**config.mk**
```make
export PLATFORM = sky130hd
export DESIGN_NAME = hline_hit_detect
export DESIGN_NICKNAME = d
export VERILOG_FILES = /design/src/rtl/hline_hit_detect_pkg.sv /design/src/rtl/hline_hit_detect_overlap_counter.sv /design/src/rtl/hline_hit_detect.sv
export SDC_FILE = /design/constraint.sdc
export NUM_CORES = 1
export LEC_CHECK = 0
export CAP_MARGIN = 20
export CELL_PAD_IN_SITES_DETAIL_PLACEMENT = 1
export CELL_PAD_IN_SITES_GLOBAL_PLACEMENT = 2
export CORE_ASPECT_RATIO = 0.75
export CORE_UTILIZATION = 39
export DETAILED_ROUTE_END_ITERATION = 10
export DONT_BUFFER_PORTS = 1
export GPL_ROUTABILITY_DRIVEN = 0
export PLACE_DENSITY = 0.85
export SETUP_SLACK_MARGIN = 0.05
export SLEW_MARGIN = 25
export SYNTH_ARGS = -nofsm -noshare
export SYNTH_HDL_FRONTEND = slang
export SYNTH_SLANG_ARGS = --single-unit
```
**constraint.sdc**
```tcl
create_clock -name clk -period 2.2 [get_ports clk]
set_clock_uncertainty 0.05 [all_clocks]
set_input_delay 0.33 -clock clk [delete_from_list [all_inputs] [get_ports clk]]
set_output_delay 0.33 -clock clk [all_outputs]
set_load 0.01 [all_outputs]
```
**src/rtl/hline_hit_detect_pkg.sv**
```systemverilog
// Shared types and widths for the line/cube collision block.
// Imported by the overlap counter and the round-state top.
package hline_hit_detect_pkg;

    typedef enum logic [1:0] {
        IDLE = 2'd0,
        PLAY = 2'd1,
        HIT  = 2'd2,
        OVER = 2'd3
    } state_t;

    localparam int OVL_W = 10;
    localparam int FRM_W = 8;

endpackage

```
**src/rtl/hline_hit_detect_overlap_counter.sv**
```systemverilog
// Saturating per-frame count of cube/line overlap pixels.
// The verdict uses the count before the frame_tick clear.
module overlap_counter
    import hline_hit_detect_pkg::*;
#(
    parameter int MIN_OVERLAP = 4
) (
    input  logic clk,
    input  logic reset,
    input  logic frame_tick,
    input  logic px,
    output logic collide
);

    localparam logic [OVL_W-1:0] SAT   = '1;
    localparam logic [OVL_W-1:0] MIN_V = OVL_W'(MIN_OVERLAP);

    logic [OVL_W-1:0] cnt;

    // Count overlaps; a pixel on the tick cycle belongs to the next frame
    always_ff @(posedge clk or negedge reset) begin
        if (!reset)
            cnt <= '0;
        else if (frame_tick)
            cnt <= {{(OVL_W-1){1'b0}}, px};
        else if (px && cnt != SAT)
            cnt <= cnt + 1'b1;
    end

    assign collide = (cnt >= MIN_V);

endmodule

```
**src/rtl/hline_hit_detect.sv**
```systemverilog
// Round state for the line game: lives, post-hit flash, game over.
// Decides once per frame whether the cube touched a line.
module hline_hit_detect
    import hline_hit_detect_pkg::*;
#(
    parameter int MIN_OVERLAP  = 4,
    parameter int FLASH_FRAMES = 120,
    parameter int LIVES        = 3,
    parameter int BLINK_LOG2   = 3
) (
    input  logic       clk,
    input  logic       reset,
    input  logic       frame_tick,
    input  logic       active,
    input  logic       line_px,
    input  logic       cube_px,
    input  logic       start,
    output logic       run,
    output logic       flash,
    output logic       load_counter,
    output logic       hit,
    output logic [1:0] lives,
    output logic       game_over
);

    localparam logic [1:0]       LIVES_V    = 2'(LIVES);
    localparam logic [FRM_W-1:0] FLASH_LAST = FRM_W'(FLASH_FRAMES - 1);

    state_t           state_q, state_d;
    logic [FRM_W-1:0] frm_q, frm_d;
    logic [1:0]       lives_q, lives_d;
    logic             load_d, hit_d;
    logic             run_d, flash_d, over_d;
    logic             collide;

    overlap_counter #(
        .MIN_OVERLAP(MIN_OVERLAP)
    ) u_ovl (
        .clk       (clk),
        .reset     (reset),
        .frame_tick(frame_tick),
        .px        (active & line_px & cube_px),
        .collide   (collide)
    );

    // State, counters and registered outputs
    always_ff @(posedge clk or negedge reset) begin
        if (!reset) begin
            state_q      <= IDLE;
            frm_q        <= '0;
            lives_q      <= '0;
            run          <= 1'b0;
            flash        <= 1'b1;
            load_counter <= 1'b0;
            hit          <= 1'b0;
            game_over    <= 1'b0;
        end else begin
            state_q      <= state_d;
            frm_q        <= frm_d;
            lives_q      <= lives_d;
            run          <= run_d;
            flash        <= flash_d;
            load_counter <= load_d;
            hit          <= hit_d;
            game_over    <= over_d;
        end
    end

    // Next state, lives, flash frame count and event pulses
    always_comb begin
        state_d = state_q;
        frm_d   = frm_q;
        lives_d = lives_q;
        load_d  = 1'b0;
        hit_d   = 1'b0;
        unique case (state_q)
            IDLE, OVER: begin
                if (start) begin
                    state_d = PLAY;
                    lives_d = LIVES_V;
                    load_d  = 1'b1;
                end
            end
            PLAY: begin
                if (frame_tick && collide) begin
                    state_d = HIT;
                    hit_d   = 1'b1;
                    lives_d = lives_q - 1'b1;
                    frm_d   = '0;
                end
            end
            HIT: begin
                if (frame_tick) begin
                    frm_d = frm_q + 1'b1;
                    if (frm_q == FLASH_LAST) begin
                        if (lives_q != 2'd0) begin
                            state_d = PLAY;
                            load_d  = 1'b1;
                        end else begin
                            state_d = OVER;
                        end
                    end
                end
            end
            default: state_d = IDLE;
        endcase
    end

    // Line controls as seen from the upcoming state
    always_comb begin
        run_d   = (state_d == PLAY);
        over_d  = (state_d == OVER);
        flash_d = 1'b1;
        unique case (state_d)
            HIT:     flash_d = frm_d[BLINK_LOG2];
            OVER:    flash_d = 1'b0;
            default: flash_d = 1'b1;
        endcase
    end

    assign lives = lives_q;

endmodule

```
==> impl_metrics.env <==
export IMPL_ant_nets_after_route=0
export IMPL_via_count_of_the_first_global_routing_pass=1272
export IMPL_detail_route_iter0_violations=42
export IMPL_vdd_drop_max_v=0.0004986
export IMPL_detail_route_drc_violations=0
export IMPL_synth_enable_flop_cells=0
export IMPL_die_w_um=74.89
export IMPL_tritoncts="yes"
export IMPL_post_cts_resize_count=0
export IMPL_timing_slew_headroom_pct=66.14
export IMPL_final_period_minus_worst_setup_slack_ns=2.004
export IMPL_fp_dieH_um=56.67
export IMPL_seqCellArea_um2=676.9
export IMPL_run_status="completed"
export IMPL_rr_startpoint="state_q[0]"
export IMPL_netlist_cell_type_count=46
export IMPL_synth_seq_area_share_pct=43.56
export IMPL_grt_start_max_net_pins=28
export IMPL_leakage_nw=0.7252
export IMPL_clock_sinks=27
export IMPL_synthToLayoutAreaGrowth_pct=9.662
export IMPL_fillCellCount=447
export IMPL_number_of_levels_the_h_tree_was_split_into=1
export IMPL_synth_fp_nets=179
export IMPL_synth_top_flop_cell="sky130_fd_sc_hd__dfrtp_1"
export IMPL_grt_antenna_before_repair=0
export IMPL_antenna_cells=0
export IMPL_finalMaxSlewViolations=0
export IMPL_worst_hold_path_endpoint="u_ovl.cnt[3]"
export IMPL_grt_pass1_wl_um=6037
export IMPL_clk_path_buf_depth=2
export IMPL_critPathSlowestCell="sky130_fd_sc_hd__ha_1"
export IMPL_detail_route_first_pass_iterations=6
export IMPL_io_buffer_count=0
export IMPL_num_rows=19
export IMPL_worst_ep_arrival_time_ns=2.16
export IMPL_cts_root_buffer_cell="sky130_fd_sc_hd__clkbuf_8"
export IMPL_sort_of_element_at_the_start_of_the_critical_path="flop"
export IMPL_cts_setup_buffers=0
export IMPL_critical_path_buf_inv_count=1
export IMPL_via_per_inst=5.713
export IMPL_clock_transition_at_the_registers_of_the_reported_paths_ns=0.10
export IMPL_holdCritStartpoint="frame_tick"
export IMPL_final_min_period_over_clock_period_pct=91.09
export IMPL_fp_dieArea_um2=4244
export IMPL_ys_warn_count=0
export IMPL_ff2ff_setup_slack_ns=0.20
export IMPL_num_nets_final=185
export IMPL_coreArea_um2=3732
export IMPL_final_layout_size_suffix_gt1_share_pct=9.942
export IMPL_setup_viol_count_final=0
export IMPL_final_routed_wirelength_across_all_metal_layers_um=3588
export IMPL_timing_fmax_ghz=0.4990
export IMPL_timing_critical_path_slowest_cell_delay_ns=0.41
export IMPL_post_synth_instance_area_um2=1554
export IMPL_globalRouteOverflowTotal=0
export IMPL_num_vias=1274
export IMPL_synth_seq_cells=27
export IMPL_timing_setup_critical_path_class="reg2reg"
export IMPL_hold_depth=1
export IMPL_syn_area_per_cell_um2=9.361
export IMPL_hold_viol=0
export IMPL_hold_buffers=2
export IMPL_max_slew_worst_pin_slew_ns=0.5037
export IMPL_fin_tns_setup_ns=0
export IMPL_initial_core_util_pct=41.64
export IMPL_reg2regPathDepth=6
export IMPL_synthesis_instances=166
export IMPL_post_route_util_pct=45.66
export IMPL_multi_input_area_um2=819.5
export IMPL_floorplan_io_pins=14
export IMPL_gr_usage_all_layers_pct=18.76
export IMPL_cp_required_ns=2.36
export IMPL_cp_max_fo=10
export IMPL_wire_per_inst_um=16.09
export IMPL_cts_buffers_inserted=3
export IMPL_endpoint_of_the_most_critical_register_to_register_path="run"
export IMPL_worstSkewPairLatency_ns=0.27
export IMPL_synth_async_reset_ratio_pct=100.0
export IMPL_pwr_density_cell_nw_per_um2=674.5
export IMPL_critical_path_top_delay_family="simple AND/OR/NAND/NOR gates"
export IMPL_timing_hold_worst_class="in2reg"
export IMPL_grt_setup_unrepaired="false"
export IMPL_dp_hpwl_um=2687
export IMPL_worstSetupEndpointType="flop"
export IMPL_drv_cap=0
export IMPL_cp_cell_sequence="inv_1 > ha_1 > nand2b_1 > nor3_1 > a311o_1 > nor3b_2"
cell usage in the layout, fill, tap and decap left out, drive strengths merged, types with 3 or more instances in the layout:
master,instances
dfrtp,26
nand2,14
o21ai,14
nor2,11
inv,11
a21oi,10
and3,7
or3,7
nand4,6
ha,6
nand3,5
nor4,4
buf,4
nor2b,3
mux2i,3
a31oi,3
clkbuf,3
layer usage:
metal	GRT usage (%)	vias to the layer above	part of all wire [%]	routed length, um
met3	3.950	2	2.5	91
met5	0	-	0	0
li1	-	622	-	-
met2	28.31	14	44	1586
met1	28.51	636	53	1894
met4	1.617	0	0.42	15
report_power, final:
part           internal, W  switching (W)  total (W)
clock network     0.000129       0.000161   0.000290
registers         0.000528      0.0000352   0.000563
logic             0.000116       0.000181   0.000297
through the flow:
step | std cells | setup slack (ns) | cell area, um^2 | power (W) | hold slack [ns]
floorplan | 166 | 0.4105 | 1554 | 0.0007796 | -0.01559
global placement | 217 | 0.3157 | 1625 | 0.0008407 | -0.01497
detailed placement | 217 | 0.2334 | 1625 | 0.0008551 | -0.01493
CTS | 223 | 0.1957 | 1704 | 0.001161 | 0.04888
global route | 223 | 0.07642 | 1704 | 0.001217 | 0.04518
finish | 223 | 0.1961 | 1704 | 0.001149 | 0.05507
kinds of logic after synthesis:
kind of cell | count (synthesis) | share of synthesized area [%]
multiplexers | 3 | 1.932
AND/OR/NAND/NOR | 69 | 25.69
adder cells (fa/ha/maj) | 6 | 4.831
flip-flops | 27 | 43.56
AO/OA/AOI/OAI | 44 | 19.16
XOR/XNOR | 2 | 1.127
buffers and inverters | 15 | 3.703
registers in the layout, summed over array words and instances (netlist names):
signal,flops
load_counter,1
lives,2
frm_q,8
flash,1
u_ovl.cnt,10
game_over,1
hit,1
state_q,2
run,1
synthesized netlist by cell type, drive strengths merged (4+ instances only):
master  number  share of area [%]
nand4        6                2.4
inv         11                2.7
or3          7                2.8
and3         7                2.8
nor4         4                2.8
nand3        5                1.6
dfrtp       26                 42
o21ai       14                4.5
nand2       14                3.4
ha           6                4.8
a21oi       10                3.2
nor2        11                2.7
worst max-delay path by stage:
stage | startpoint | end | slack, ns | depth (start not counted)
final | state_q[0] | run | 0.20 | 6
after global routing | state_q[0] | run | 0.08 | 6
after CTS | state_q[0] | run | 0.20 | 6
after detailed placement | state_q[0] | run | 0.23 | 6
after global placement | state_q[0] | run | 0.32 | 6
after floorplan | state_q[0] | state_q[1] | 0.41 | 7
worst reg2reg max path: stages, from the launching register on:
cell                       delay (ns)
sky130_fd_sc_hd__dfrtp_1         0.39
sky130_fd_sc_hd__inv_1           0.05
sky130_fd_sc_hd__ha_1            0.41
sky130_fd_sc_hd__nand2b_1        0.30
sky130_fd_sc_hd__nor3_1          0.31
sky130_fd_sc_hd__a311o_1         0.25
sky130_fd_sc_hd__nor3b_2         0.18
layout make-up:
type                    count  area share [%]
multi-input cells         124           48.09
well taps                  52           3.818
inverters                  11           2.423
flip-flops and latches     27           39.72
clock inverters             1          0.4405
clock buffers               3           2.423
repair buffers              5           3.084
No activity file was read; power rests on OpenSTA's default activity.
